[src/rtl/regbank_pkg.sv]
// Shared sizes and types for the register bank and its scoreboard.
package regbank_pkg;

    localparam int NREG = 32;
    localparam int IDXW = 5;
    localparam int DW   = 20;

    typedef logic [IDXW-1:0] reg_idx_t;
    typedef logic [DW-1:0]   reg_word_t;

endpackage : regbank_pkg

[src/rtl/wb_onehot_dec.sv]
// 5-bit index to 32-bit one-hot strobe; all zero when not enabled.
module wb_onehot_dec
    import regbank_pkg::*;
(
    input  logic             en_i,
    input  reg_idx_t         idx_i,
    output logic [NREG-1:0]  onehot_o
);

    // Single set bit at idx_i while enabled, otherwise no strobe.
    always_comb begin
        onehot_o = {NREG{1'b0}};
        if (en_i) begin
            onehot_o[idx_i] = 1'b1;
        end else begin
            onehot_o = {NREG{1'b0}};
        end
    end

endmodule : wb_onehot_dec

[src/rtl/regbank_scoreboard.sv]
// 32 x DW register bank with a per-register busy scoreboard and an
// incrementally maintained pending counter. regs_out feeds the read mux.
module regbank_scoreboard
    import regbank_pkg::*;
#(
    parameter int NREG_P  = NREG,
    parameter int DW_P    = DW,
    parameter bit ZERO_R0 = 1'b1,
    parameter bit BYPASS  = 1'b1
) (
    input  logic                          clk,
    input  logic                          rst,
    input  logic                          wr_en,
    input  logic [4:0]                    wr_addr,
    input  logic [DW_P-1:0]               wr_data,
    input  logic                          claim_en,
    input  logic [4:0]                    claim_addr,
    output logic                          claim_stall,
    output logic [NREG_P-1:0][DW_P-1:0]   regs_out,
    output logic [NREG_P-1:0]             busy_vec,
    output logic [5:0]                    pending_cnt,
    output logic                          all_idle
);

    // r0 never takes writes or claims when it is hardwired to zero.
    localparam logic [NREG_P-1:0] R0_MASK =
        ZERO_R0 ? {{(NREG_P-1){1'b1}}, 1'b0} : {NREG_P{1'b1}};

    logic [NREG_P-1:0][DW_P-1:0] regs_q, regs_d;
    logic [NREG_P-1:0]           busy_q, busy_d;
    logic [5:0]                  cnt_q, cnt_d;
    logic                        idle_q;

    logic [NREG_P-1:0] wr_oh_s, claim_oh_s;
    logic [NREG_P-1:0] wr_eff_s, claim_eff_s;
    logic              same_addr_wr_s;
    logic              claim_ok_s;
    logic              inc_s, dec_s;

    wb_onehot_dec u_wr_dec (
        .en_i     (wr_en),
        .idx_i    (wr_addr),
        .onehot_o (wr_oh_s)
    );

    wb_onehot_dec u_claim_dec (
        .en_i     (claim_ok_s),
        .idx_i    (claim_addr),
        .onehot_o (claim_oh_s)
    );

    // Stall decision: a same-cycle write to the target releases it first.
    always_comb begin
        same_addr_wr_s = wr_en & (wr_addr == claim_addr);
        if (rst) begin
            claim_stall = 1'b0;
        end else begin
            claim_stall = claim_en & busy_q[claim_addr] & ~same_addr_wr_s;
        end
        claim_ok_s  = claim_en & ~claim_stall;
        wr_eff_s    = wr_oh_s & R0_MASK;
        claim_eff_s = claim_oh_s & R0_MASK;
    end

    // Next state for data, busy bits and the pending counter.
    always_comb begin
        regs_d = regs_q;
        for (int i = 0; i < NREG_P; i++) begin
            if (wr_eff_s[i]) begin
                regs_d[i] = wr_data;
            end else begin
                regs_d[i] = regs_q[i];
            end
        end
        // A claim beats a same-register write: bit ends set.
        busy_d = ((busy_q & ~wr_eff_s) | claim_eff_s) & R0_MASK;
        // Count only real bit transitions; strobes are one-hot so each is 0/1.
        inc_s  = |(claim_eff_s & ~busy_q);
        dec_s  = |(wr_eff_s & busy_q & ~claim_eff_s);
        cnt_d  = cnt_q + {5'd0, inc_s} - {5'd0, dec_s};
    end

    // State registers; reset wins over any concurrent write or claim.
    always_ff @(posedge clk) begin
        if (rst) begin
            regs_q <= '0;
            busy_q <= {NREG_P{1'b0}};
            cnt_q  <= 6'd0;
            idle_q <= 1'b1;
        end else begin
            regs_q <= regs_d;
            busy_q <= busy_d;
            cnt_q  <= cnt_d;
            idle_q <= (cnt_d == 6'd0);
        end
    end

    // Read-mux feed: stored values, optionally overlaid with write-back data.
    always_comb begin
        regs_out = regs_q;
        for (int i = 0; i < NREG_P; i++) begin
            if (BYPASS && wr_eff_s[i]) begin
                regs_out[i] = wr_data;
            end else begin
                regs_out[i] = regs_q[i];
            end
        end
    end

    assign busy_vec    = busy_q;
    assign pending_cnt = cnt_q;
    assign all_idle    = idle_q;

endmodule : regbank_scoreboard

[config.mk]
export PLATFORM = sky130hd
export DESIGN_NAME = regbank_scoreboard
export DESIGN_NICKNAME = d
export VERILOG_FILES = /design/src/rtl/regbank_pkg.sv /design/src/rtl/wb_onehot_dec.sv /design/src/rtl/regbank_scoreboard.sv
export SDC_FILE = /design/constraint.sdc
export NUM_CORES = 1
export LEC_CHECK = 0
export ABC_CLOCK_PERIOD_IN_PS = 5900
export CORE_ASPECT_RATIO = 0.75
export CORE_UTILIZATION = 39
export CTS_BUF_LIST = sky130_fd_sc_hd__clkbuf_2 sky130_fd_sc_hd__clkbuf_4 sky130_fd_sc_hd__clkbuf_8
export CTS_CLUSTER_DIAMETER = 30
export DETAILED_ROUTE_END_ITERATION = 16
export GPL_TIMING_DRIVEN = 0
export PLACE_DENSITY = 0.74
export SLEW_MARGIN = 20
export SYNTH_ARGS = -nofsm -noshare
export SYNTH_HDL_FRONTEND = slang
export SYNTH_SLANG_ARGS = --single-unit
[constraint.sdc]
create_clock -name clk -period 5.9 [get_ports clk]
set_clock_uncertainty 0.15 [all_clocks]
set_input_delay 1.18 -clock clk [delete_from_list [all_inputs] [get_ports clk]]
set_output_delay 1.18 -clock clk [all_outputs]
set_load 0.01 [all_outputs]
==> flow_summary.ini <==
[power]
power-per-cell-area_nw_per_um2 = 269.6
p_total_uw = 10320
peak_supply_drop_v = 0.0002105
p_leak_uw = 0.01533

[routing]
routed_wirelength_mm = 105.2
vias = 21724
wl_per_cell_um = 23.90
drcViolationCount = 0
drtPass1Iterations = 5
detail_route.iter0.violations = 1273
ant_nets = 0
routed_via_density = 4.938

[global_route]
number_of_global_route_vias_before_repair = 20581
gr-usage-all-layers = 0.2859
grt_start_max_net_pins = 17
globalRoute.totalOverflow = 0
grt_first_pass_wirelength_mm = 146.9
antenna_found_initial = 11

[cts]
insertion_delay_ps = 770
cts_buffer_depth = 3
clock_slew_at_the_register_clock_pins_of_the_worst_setup_and_hold_paths_ps = 60
cts_root_buffer = sky130_fd_sc_hd__clkbuf_8
cts.htree.levels = 3
cts_num_sinks = 658
cts_tree = built
tritoncts.num_buffers = 118

[critical_path]
crit_required_ps = 6380
critical_path.endpoint_type = flop
timing.critical_path.fanout_max = 10
cp_data_arrival_time_ps = 6280
timing_worst_setup_path_type = in2reg
crit_path_start_kind = input port
r2r_cells = 18

[synth]
synth_enable_flop_cells = 0
syn_avg_cell_area_um2 = 10.76
post_synthesis_cell_type_count = 64
fraction_of_the_yosys_area_taken_by_sequential_cells = 0.4843
asyncSetResetFlopFracSynth = 0
synthDominantCellAreaShare = 0.4843
synth_largest_area_cell = sky130_fd_sc_hd__dfxtp_1
yosys-top-cells-count = sky130_fd_sc_hd__dfxtp_1, sky130_fd_sc_hd__nor2b_1, sky130_fd_sc_hd__mux2_2, sky130_fd_sc_hd__clkbuf_1, sky130_fd_sc_hd__nand2_1
postSynthRegisterBits = 658
ys_warn_count = 0
synth_ff_type = sky130_fd_sc_hd__dfxtp_1
synth.top_cells.by_area = sky130_fd_sc_hd__dfxtp_1, sky130_fd_sc_hd__mux2_2, sky130_fd_sc_hd__nor2b_1
synth_area_um2 = 27200
dominant_cell_by_count_in_the_synthesized_netlist = sky130_fd_sc_hd__dfxtp_1
post_synthesis_instance_total = 2527

[layout]
nets_finish = 3401
syn2layout_area_growth_pct = 40.71
final-instance-count-excl-fill = 4399
post_route_cells_drive_above_1_share = 0.2574

[placed_design]
detailedPlacementHpwl_mm = 78.26
placedCellCount = 4166
buffer_ports.inserted = 684
gp_congestion = 0.9513

[floorplan]
dieHeight_um = 230.7
effective_utilization_at_floorplan = 0.3956
core_area_um2 = 68750
boundaryPins = 714
rows = 83
dieArea_um2 = 70820
die_width_um = 306.9

[sta]
fmax_mhz = 172.5
fin_hold_ws_ps = 381.1
finalSetupTns_ps = 0
unrepaired_setup_endpoints_after_global_routing = no
final-max-slew-violation-count = 0
min_period_ps = 5798
finalSetupViolations = 0
timing.final.hold_violations = 0
tightestPinTransition_ps = 1262
relSlewSlack = 0.1568
fin_crit_sh = 0.9828

[run_status]
run_status = finished, final reports clean

[flow_run]
cap_violations = 0

[min_path]
min_path_cells = 2
min_path_type = reg2reg
cell families after synthesis:
kind of cell,share of synthesized area
other,0.0001379
muxes,0.2556
adders and majority gates,0.003496
DFF,0.4843
AOI/OAI and AO/OA,0.02949
xor gates and xnor gates,0.003220
and+or+nand+nor,0.1837
buffers and inverters,0.04011
repair_timing:
| action | in CTS | in global routing |
|---|---|---|
| hold endpoints to repair | 0 | 0 |
| hold buffers | 0 | 0 |
| resized for setup | 9 | 7 |
| buffers inserted | 2 | 7 |
| pin swaps | 7 | 7 |
| endpoints found under the setup margin | 3 | 1 |
critical path, cell delays in order:
cell                              delay, ps
sky130_fd_sc_hd__clkdlybuf4s50_1        530
sky130_fd_sc_hd__buf_8                  200
sky130_fd_sc_hd__buf_6                  200
sky130_fd_sc_hd__mux2i_4                300
sky130_fd_sc_hd__o22ai_1                130
sky130_fd_sc_hd__o22ai_2                300
sky130_fd_sc_hd__a31oi_4                230
sky130_fd_sc_hd__nor2b_4                210
sky130_fd_sc_hd__buf_6                  200
sky130_fd_sc_hd__a21oi_1                160
sky130_fd_sc_hd__nor4_4                 300
sky130_fd_sc_hd__nand4_1                310
sky130_fd_sc_hd__ha_1                   380
sky130_fd_sc_hd__inv_1                   40
sky130_fd_sc_hd__ha_1                   200
sky130_fd_sc_hd__fa_1                   440
sky130_fd_sc_hd__a21oi_1                140
sky130_fd_sc_hd__nor2_1                  50
sky130_fd_sc_hd__nor2_1                 110
sky130_fd_sc_hd__xor2_1                 210
sky130_fd_sc_hd__a31oi_1                130
sky130_fd_sc_hd__nor3_2                 280
path summary, 6_finish.rpt:
check	slack, ps	from	endpoint
worst max-delay path	100	claim_addr[0]	all_idle
worst min-delay path	380	busy_vec[22]	busy_vec[22]
worst max register to register	840	busy_vec[10]	all_idle
worst min register to register	380	busy_vec[22]	busy_vec[22]
state kept, by name (all words and copies together), names as in the netlist:
| signal | flops |
|---|---|
| regs_q | 620 |
| all_idle | 1 |
| busy_vec | 31 |
| pending_cnt | 6 |
metrics by stage:
stage          utilization  worst slack, ps  cell area (um2)
3_3_place_gp        0.5133            -1624            35290
2_1_floorplan            -             1012            27270
3_5_place_dp        0.5134            -1495            35300
6_report            0.5567            101.5            38270
5_1_grt             0.5565           0.1941            38260
4_1_cts             0.5549            18.25            38150
final cells by class:
cell class	count	area, um2
diodes	7	17.52
plain buffers	244	1056
clock buffers	168	2162
clock inverters	49	633.1
fillers	6198	30470
inverters	13	48.80
multi-input cells	1632	13090
flip-flops and latches	658	13170
well taps	935	1170
repair buffers	693	6927
metal layers:
| metal | global-route usage | share of wire |
|---|---|---|
| met1 | 0.3573 | 0.42 |
| met2 | 0.4511 | 0.45 |
| met3 | 0.1110 | 0.094 |
| met4 | 0.09078 | 0.031 |
| met5 | 0 | 0.00043 |
layout by cell type (no fill, tap or decap), drive strengths merged, types with 3 or more instances in the layout:
cell           netlist  layout
nand3               21      21
clkbuf             181     350
ha                   6       6
clkinvlp             0       6
and3                 4       4
xnor2                4       4
clkinv               0      27
mux2               602     602
buf                 63      71
inv                 13      16
nor3                12      12
o21ai               19      19
a2111oi              3       3
mux2i               15      15
a21oi               35      35
or3                  3       3
nand3b              10      10
xor2                 6       6
o22ai               10      10
a22oi               17      17
dfxtp              658     658
nand2              106     106
a31oi               12      12
bufinv               0      13
nor2                54      54
diode                0       7
nor2b              627     627
conb                 1      21
nor3b                8       8
nor4                 4       4
clkdlybuf4s50        0     684
where the power goes:
part           total, uW  internal, uW  switching [uW]  leakage [uW]
Combinational        832           320             512       0.00857
Sequential          4520          4490            25.7       0.00531
Clock               4970          2950            2020       0.00146
Note: power is estimated with default switching activity, not from simulation.
